==> src/rtl/alu_multicycle.sv <==
// Multicycle ALU: registered single-cycle logic/arithmetic ops plus iterative
// unsigned multiply (shift-add) and divide (restoring) over WIDTH cycles.
module alu_multicycle #(
  parameter int unsigned WIDTH = 32
) (
  input  logic             clk,
  input  logic             reset,
  input  logic             start,
  input  logic [3:0]       alucontrol,
  input  logic [WIDTH-1:0] a,
  input  logic [WIDTH-1:0] b,
  output logic             busy,
  output logic             done,
  output logic [WIDTH-1:0] result,
  output logic [WIDTH-1:0] result_hi,
  output logic             zero,
  output logic             div_by_zero
);

  localparam int unsigned CW = $clog2(WIDTH + 1);

  localparam logic [3:0] OP_AND   = 4'b0000;
  localparam logic [3:0] OP_OR    = 4'b0001;
  localparam logic [3:0] OP_ADD   = 4'b0010;
  localparam logic [3:0] OP_SLTU  = 4'b0011;
  localparam logic [3:0] OP_NOR   = 4'b0100;
  localparam logic [3:0] OP_SUB   = 4'b0110;
  localparam logic [3:0] OP_SLT   = 4'b0111;
  localparam logic [3:0] OP_MULTU = 4'b1000;
  localparam logic [3:0] OP_DIVU  = 4'b1001;

  typedef enum logic [1:0] {IDLE, MUL, DIV, DONE} state_t;

  state_t           state;
  logic [WIDTH-1:0] hi_q;
  logic [WIDTH-1:0] lo_q;
  logic [WIDTH-1:0] bq;
  logic [CW-1:0]    cnt;

  logic             accept;
  logic             last_iter;
  logic [WIDTH-1:0] simple;
  logic [WIDTH:0]   mul_sum;
  logic [WIDTH-1:0] mul_hi_n;
  logic [WIDTH-1:0] mul_lo_n;
  logic [WIDTH:0]   div_shift;
  logic             div_ge;
  logic [WIDTH-1:0] div_diff;
  logic [WIDTH-1:0] div_hi_n;
  logic [WIDTH-1:0] div_lo_n;

  assign accept    = start && ((state == IDLE) || (state == DONE));
  assign last_iter = (cnt == CW'(1));

  always_comb begin
    simple = '0;
    case (alucontrol)
      OP_AND:  simple = a & b;
      OP_OR:   simple = a | b;
      OP_ADD:  simple = a + b;
      OP_SUB:  simple = a - b;
      OP_NOR:  simple = ~(a | b);
      OP_SLT:  simple = {{(WIDTH-1){1'b0}}, ($signed(a) < $signed(b))};
      OP_SLTU: simple = {{(WIDTH-1){1'b0}}, (a < b)};
      default: simple = '0;
    endcase
  end

  // hi_q:lo_q holds partial product : remaining multiplier bits, shifted right each step
  always_comb begin
    mul_sum  = {1'b0, hi_q} + (lo_q[0] ? {1'b0, bq} : '0);
    mul_hi_n = mul_sum[WIDTH:1];
    mul_lo_n = {mul_sum[0], lo_q[WIDTH-1:1]};
  end

  // hi_q is the partial remainder; lo_q shifts dividend bits out and quotient bits in.
  // The remainder stays below bq, so the subtraction fits in WIDTH bits.
  always_comb begin
    div_shift = {hi_q, lo_q[WIDTH-1]};
    div_ge    = (div_shift >= {1'b0, bq});
    div_diff  = div_shift[WIDTH-1:0] - bq;
    div_hi_n  = div_ge ? div_diff : div_shift[WIDTH-1:0];
    div_lo_n  = {lo_q[WIDTH-2:0], div_ge};
  end

  always_ff @(posedge clk) begin
    if (reset) begin
      state       <= IDLE;
      hi_q        <= '0;
      lo_q        <= '0;
      bq          <= '0;
      cnt         <= '0;
      busy        <= 1'b0;
      done        <= 1'b0;
      result      <= '0;
      result_hi   <= '0;
      zero        <= 1'b0;
      div_by_zero <= 1'b0;
    end else begin
      done <= 1'b0;
      case (state)
        IDLE, DONE: begin
          if (accept) begin
            bq   <= b;
            lo_q <= a;
            hi_q <= '0;
            cnt  <= CW'(WIDTH);
            if (alucontrol == OP_MULTU) begin
              state <= MUL;
              busy  <= 1'b1;
            end else if ((alucontrol == OP_DIVU) && (b != '0)) begin
              state <= DIV;
              busy  <= 1'b1;
            end else if (alucontrol == OP_DIVU) begin
              result      <= '1;
              result_hi   <= a;
              zero        <= 1'b0;
              div_by_zero <= 1'b1;
              done        <= 1'b1;
              state       <= DONE;
            end else begin
              result      <= simple;
              result_hi   <= '0;
              zero        <= (simple == '0);
              div_by_zero <= 1'b0;
              done        <= 1'b1;
              state       <= DONE;
            end
          end else begin
            state <= IDLE;
          end
        end
        MUL: begin
          hi_q <= mul_hi_n;
          lo_q <= mul_lo_n;
          cnt  <= cnt - CW'(1);
          if (last_iter) begin
            result      <= mul_lo_n;
            result_hi   <= mul_hi_n;
            zero        <= (mul_lo_n == '0);
            div_by_zero <= 1'b0;
            done        <= 1'b1;
            busy        <= 1'b0;
            state       <= DONE;
          end
        end
        DIV: begin
          hi_q <= div_hi_n;
          lo_q <= div_lo_n;
          cnt  <= cnt - CW'(1);
          if (last_iter) begin
            result      <= div_lo_n;
            result_hi   <= div_hi_n;
            zero        <= (div_lo_n == '0);
            div_by_zero <= 1'b0;
            done        <= 1'b1;
            busy        <= 1'b0;
            state       <= DONE;
          end
        end
        default: begin
          state <= IDLE;
          busy  <= 1'b0;
        end
      endcase
    end
  end

endmodule

==> config.mk <==
export PLATFORM = sky130hd
export DESIGN_NAME = alu_multicycle
export DESIGN_NICKNAME = d
export VERILOG_FILES = /design/src/rtl/alu_multicycle.sv
export SDC_FILE = /design/constraint.sdc
export NUM_CORES = 1
export LEC_CHECK = 0
export CORE_UTILIZATION = 50
export CTS_CLUSTER_DIAMETER = 120
export DETAILED_ROUTE_END_ITERATION = 8
export PLACE_DENSITY = 0.7
export SYNTH_ARGS = -nofsm -noshare
export SYNTH_HDL_FRONTEND = slang
export SYNTH_SLANG_ARGS = --single-unit
==> constraint.sdc <==
create_clock -name clk -period 5.5 [get_ports clk]
set_input_delay 1.375 -clock clk [delete_from_list [all_inputs] [get_ports clk]]
set_output_delay 1.375 -clock clk [all_outputs]
set_load 0.02 [all_outputs]
==> impl_table.tex <==
\begin{tabular}{lr}
\hline
Metric & Value \\
\hline
\multicolumn{2}{l}{\textbf{Drt}} \\
Post-route ant nets & 0 \\
TritonRoute pass-1 iters & 6 \\
Drc violations & 0 \\
Via density per instance & 6.57 \\
Count of routing violations after the opening detailed-route iteration & roughly 2300 \\
Sum of routed wire length over all layers & $\sim$70000 um \\
Via count & between 15000 and 20000 \\
Wire length per cell & between 20 and 25 um \\
\multicolumn{2}{l}{\textbf{Placement}} \\
Placed Area & just under 20000 sq um \\
Instance count after placement with tap cells included & 2947 \\
Detail Placement HPWL & 53600 um \\
Port Buffer Count & between 100 and 150 \\
Final weighted congestion of routability-driven global placement & between 1 and 1.5 \\
\multicolumn{2}{l}{\textbf{Global routing}} \\
Wire length of the first global-routing pass & $\sim$100000 um \\
Initial antenna violation count & 0 \\
Remaining global-route overflow & 0 \\
Maximum number of pins on one net before global-route repair & approximately 90 \\
Vias in the first global route & between 15000 and 20000 \\
Overall fraction of global-route tracks in use & 0.397 \\
\multicolumn{2}{l}{\textbf{Power}} \\
Leak pwr & 8.35 nW \\
Power density over cell area & between 400 and 500 nW/um\^{}2 \\
Maximum vdd drop & 0.000379 V \\
\multicolumn{2}{l}{\textbf{Layout}} \\
Diodes inserted & 0 \\
Fraction of final layout cells with drive strength greater than 1 & 0.0849 \\
Area grow syn2layout & 17.9\% \\
Post-route cell area & approximately 20000 sq um \\
Nets & 2757 \\
Post-layout utilization of the core & 0.596 \\
Filler cells & around 3100 \\
Non-filler instance count after layout & roughly 3000 \\
\multicolumn{2}{l}{\textbf{STA}} \\
Number of setup violations in the final report & 0 \\
Maximum achievable frequency & roughly 190 MHz \\
Max Transition Viols Final & 0 \\
Slew headroom & 0.273 \\
RSZ-0062 raised after global routing & no \\
Least-Margin Pin Slew & approximately 1.1 ns \\
Period utilization & 0.952 \\
Clk\_skew & $\sim$0.028 ns \\
Minimum clock period & 5.24 ns \\
Hold WS & about 0.46 ns \\
Hold violation total from the final report & 0 \\
\multicolumn{2}{l}{\textbf{Setup path}} \\
Path type of the worst setup path & primary input to flop \\
Req. time, crit path & between 5 and 6 ns \\
Cells on worst reg2reg path & 14 \\
Endpoint of the lowest-slack register-to-register path & result\_hi[30]\$\_SDFFE\_PP0P\_ \\
Endpoint type of the worst setup path & flop \\
Worst reg-to-reg setup slack & $\sim$1.0 ns \\
Source of the worst register-to-register timing path & lo\_q[0]\$\_SDFFE\_PP0N\_ \\
Peak fanout along the critical path & 9 \\
Startpoint type of the worst setup path & primary input \\
Data arrival time of the worst path & between 5 and 6 ns \\
\multicolumn{2}{l}{\textbf{Logic synthesis}} \\
Number of enable-type register cells in the synthesized netlist & 0 \\
Share of the yosys chip area belonging to registers & 0.203 \\
Post-synthesis average cell area & approximately 7.1 sq um \\
Summed instance area of the synthesized netlist & between 15000 and 20000 sq um \\
Ys flop type & dfxtp\_1 \\
Synthesized instance count & between 2000 and 2500 \\
Post-synthesis cell type count & 87 \\
Synth Register Bits & $\sim$170 \\
Dominant cell by count in the synthesized netlist & a21oi\_1 \\
Async set or reset register ratio after synthesis & 0 \\
Leading area contributor after synthesis & dfxtp\_1 \\
Count of yosys warnings during synthesis & 0 \\
Synthesized net count & $\sim$2600 \\
Post-synth top cells & a21oi\_1, nand2\_1, nor2\_1 \\
Ranking of synthesized cells by area & dfxtp\_1, ha\_1, a21oi\_1 \\
Area share of the largest cell type after synthesis & 0.203 \\
\multicolumn{2}{l}{\textbf{Clock network}} \\
Total number of clock tree sinks & about 170 \\
Maximum level of the CTS H-tree & 4 \\
Number of buffers inserted during clock tree synthesis & 17 \\
Resized cells post-CTS & 0 \\
Post-CTS Setup Inserts & 0 \\
Cell chosen for the clock root & clkbuf\_16 \\
Clock tree from TritonCTS & yes \\
Clock network latency to the later pin of the worst-skew pair & 0.45 ns \\
Maximum root-to-sink buffer count & 2 \\
Total of hold buffers inserted after clock tree synthesis & 0 \\
Clk slew on worst S/H paths & around 0.07 ns \\
\multicolumn{2}{l}{\textbf{Floorplan}} \\
Chip height & between 150 and 200 um \\
Total number of placement rows & 67 \\
Chip Width & about 190 um \\
Boundary Pins & around 140 \\
Area of the die & roughly 35000 sq um \\
Starting utilization of the core area & 0.506 \\
Core area & roughly 33000 sq um \\
\multicolumn{2}{l}{\textbf{Worst hold path}} \\
Worst hold path startpoint & result[28]\$\_SDFFE\_PP0P\_ \\
Min-Delay Endpoint & result[28]\$\_SDFFE\_PP0P\_ \\
Kind of path behind the tightest hold check & flop to flop \\
Count of cells along the worst hold path & 2 \\
\multicolumn{2}{l}{\textbf{Flow run}} \\
Max-Cap Viols & 0 \\
\multicolumn{2}{l}{\textbf{Outcome}} \\
Outcome & finished, final reports clean \\
\hline
\end{tabular}
-- per-stage QoR --
| stage | worst slack (ns) | power, mW | setup TNS [ns] |
|---|---|---|---|
| 6_report | 0.262 | 8.61 | 0 |
| 2_1_floorplan | 1.10 | 5.26 | 0 |
| 5_1_grt | 0.0166 | 9.05 | 0 |
| 3_3_place_gp | -0.0379 | 7.10 | -0.0379 |
| 4_1_cts | 0.412 | 8.45 | 0 |
| 3_5_place_dp | -0.0378 | 7.17 | -0.0378 |
-- cells by family (layout without fill, tap and decap cells) --
kind of cell,after synthesis,in the layout,share of synthesized area
AO/OA/AOI/OAI,828,828,0.324
XOR/XNOR,59,59,0.0305
adder cells (fa/ha/maj),168,168,0.126
buffers and inverters,297,452,0.0691
flip-flops,172,172,0.203
multiplexers,29,29,0.0173
AND/OR/NAND/NOR,823,823,0.229
-- cell usage in the layout (no fill, tap or decap), types with 37 or more instances in the layout --
cell type,count
a21oi_1,341
nand2_1,252
nor2_1,251
dfxtp_1,172
ha_1,163
inv_1,142
buf_4,138
clkdlybuf4s50_1,137
a211oi_1,80
o21ai_0,67
nor3_1,54
a221oi_1,47
a21o_1,47
and2_1,46
nand3_1,39
nor4_1,37
-- flip-flops by register name, summed over array words and instances (netlist names) --
name,cells
cnt,6
result,32
done,1
zero,1
hi_q,32
div_by_zero,1
state,2
bq,32
busy,1
lo_q,32
result_hi,32
-- layer usage --
metal  global-route usage  wire length [um]
met1                0.536             29600
met2                0.624             30900
met3               0.0689              6800
met4                0.157              2670
met5                    0                 0
-- worst max-delay path by stage --
| stage | start | end | slack (ns) | cells after the start |
|---|---|---|---|---|
| after floorplan | a[0] | zero$_SDFFE_PP0P_ | 1.10 | 14 |
| after global placement | b[3] | zero$_SDFFE_PP0P_ | -0.04 | 14 |
| after detailed placement | b[3] | zero$_SDFFE_PP0P_ | -0.04 | 14 |
| after CTS | a[5] | zero$_SDFFE_PP0P_ | 0.41 | 16 |
| after global routing | a[0] | zero$_SDFFE_PP0P_ | 0.02 | 16 |
| final | b[5] | zero$_SDFFE_PP0P_ | 0.26 | 16 |
-- report_power, final --
part,switching [mW],internal [mW],total (mW)
logic,3.36,1.98,5.34
registers,0.333,1.67,2.00
clock network,0.612,0.650,1.26
-- final cells by class --
cell class                 count  area (sq um)  area share
tap                          448           561      0.0281
clock inverter                13           131     0.00658
clock buffer                  19           443      0.0222
inverter                     142           533      0.0267
sequential                   172          3440       0.173
multi-input combinational   1907         12400       0.621
timing repair buffer         278          2460       0.123
-- critical path, cell delays in order --
cell and delay [ns]:
clkdlybuf4s50_1 0.49, inv_1 0.07, ha_1 0.40, nor3_1 0.70, nand3_1 0.15, o21ai_0 0.30, buf_4 0.20, a21oi_1 0.11
o21bai_1 0.27, buf_4 0.17, o2111a_1 0.17, a31o_2 0.18, nand4_1 0.16, nor4_1 0.36, nand4b_1 0.16, o41ai_2 0.31
(Power assumes the default switching activity.)
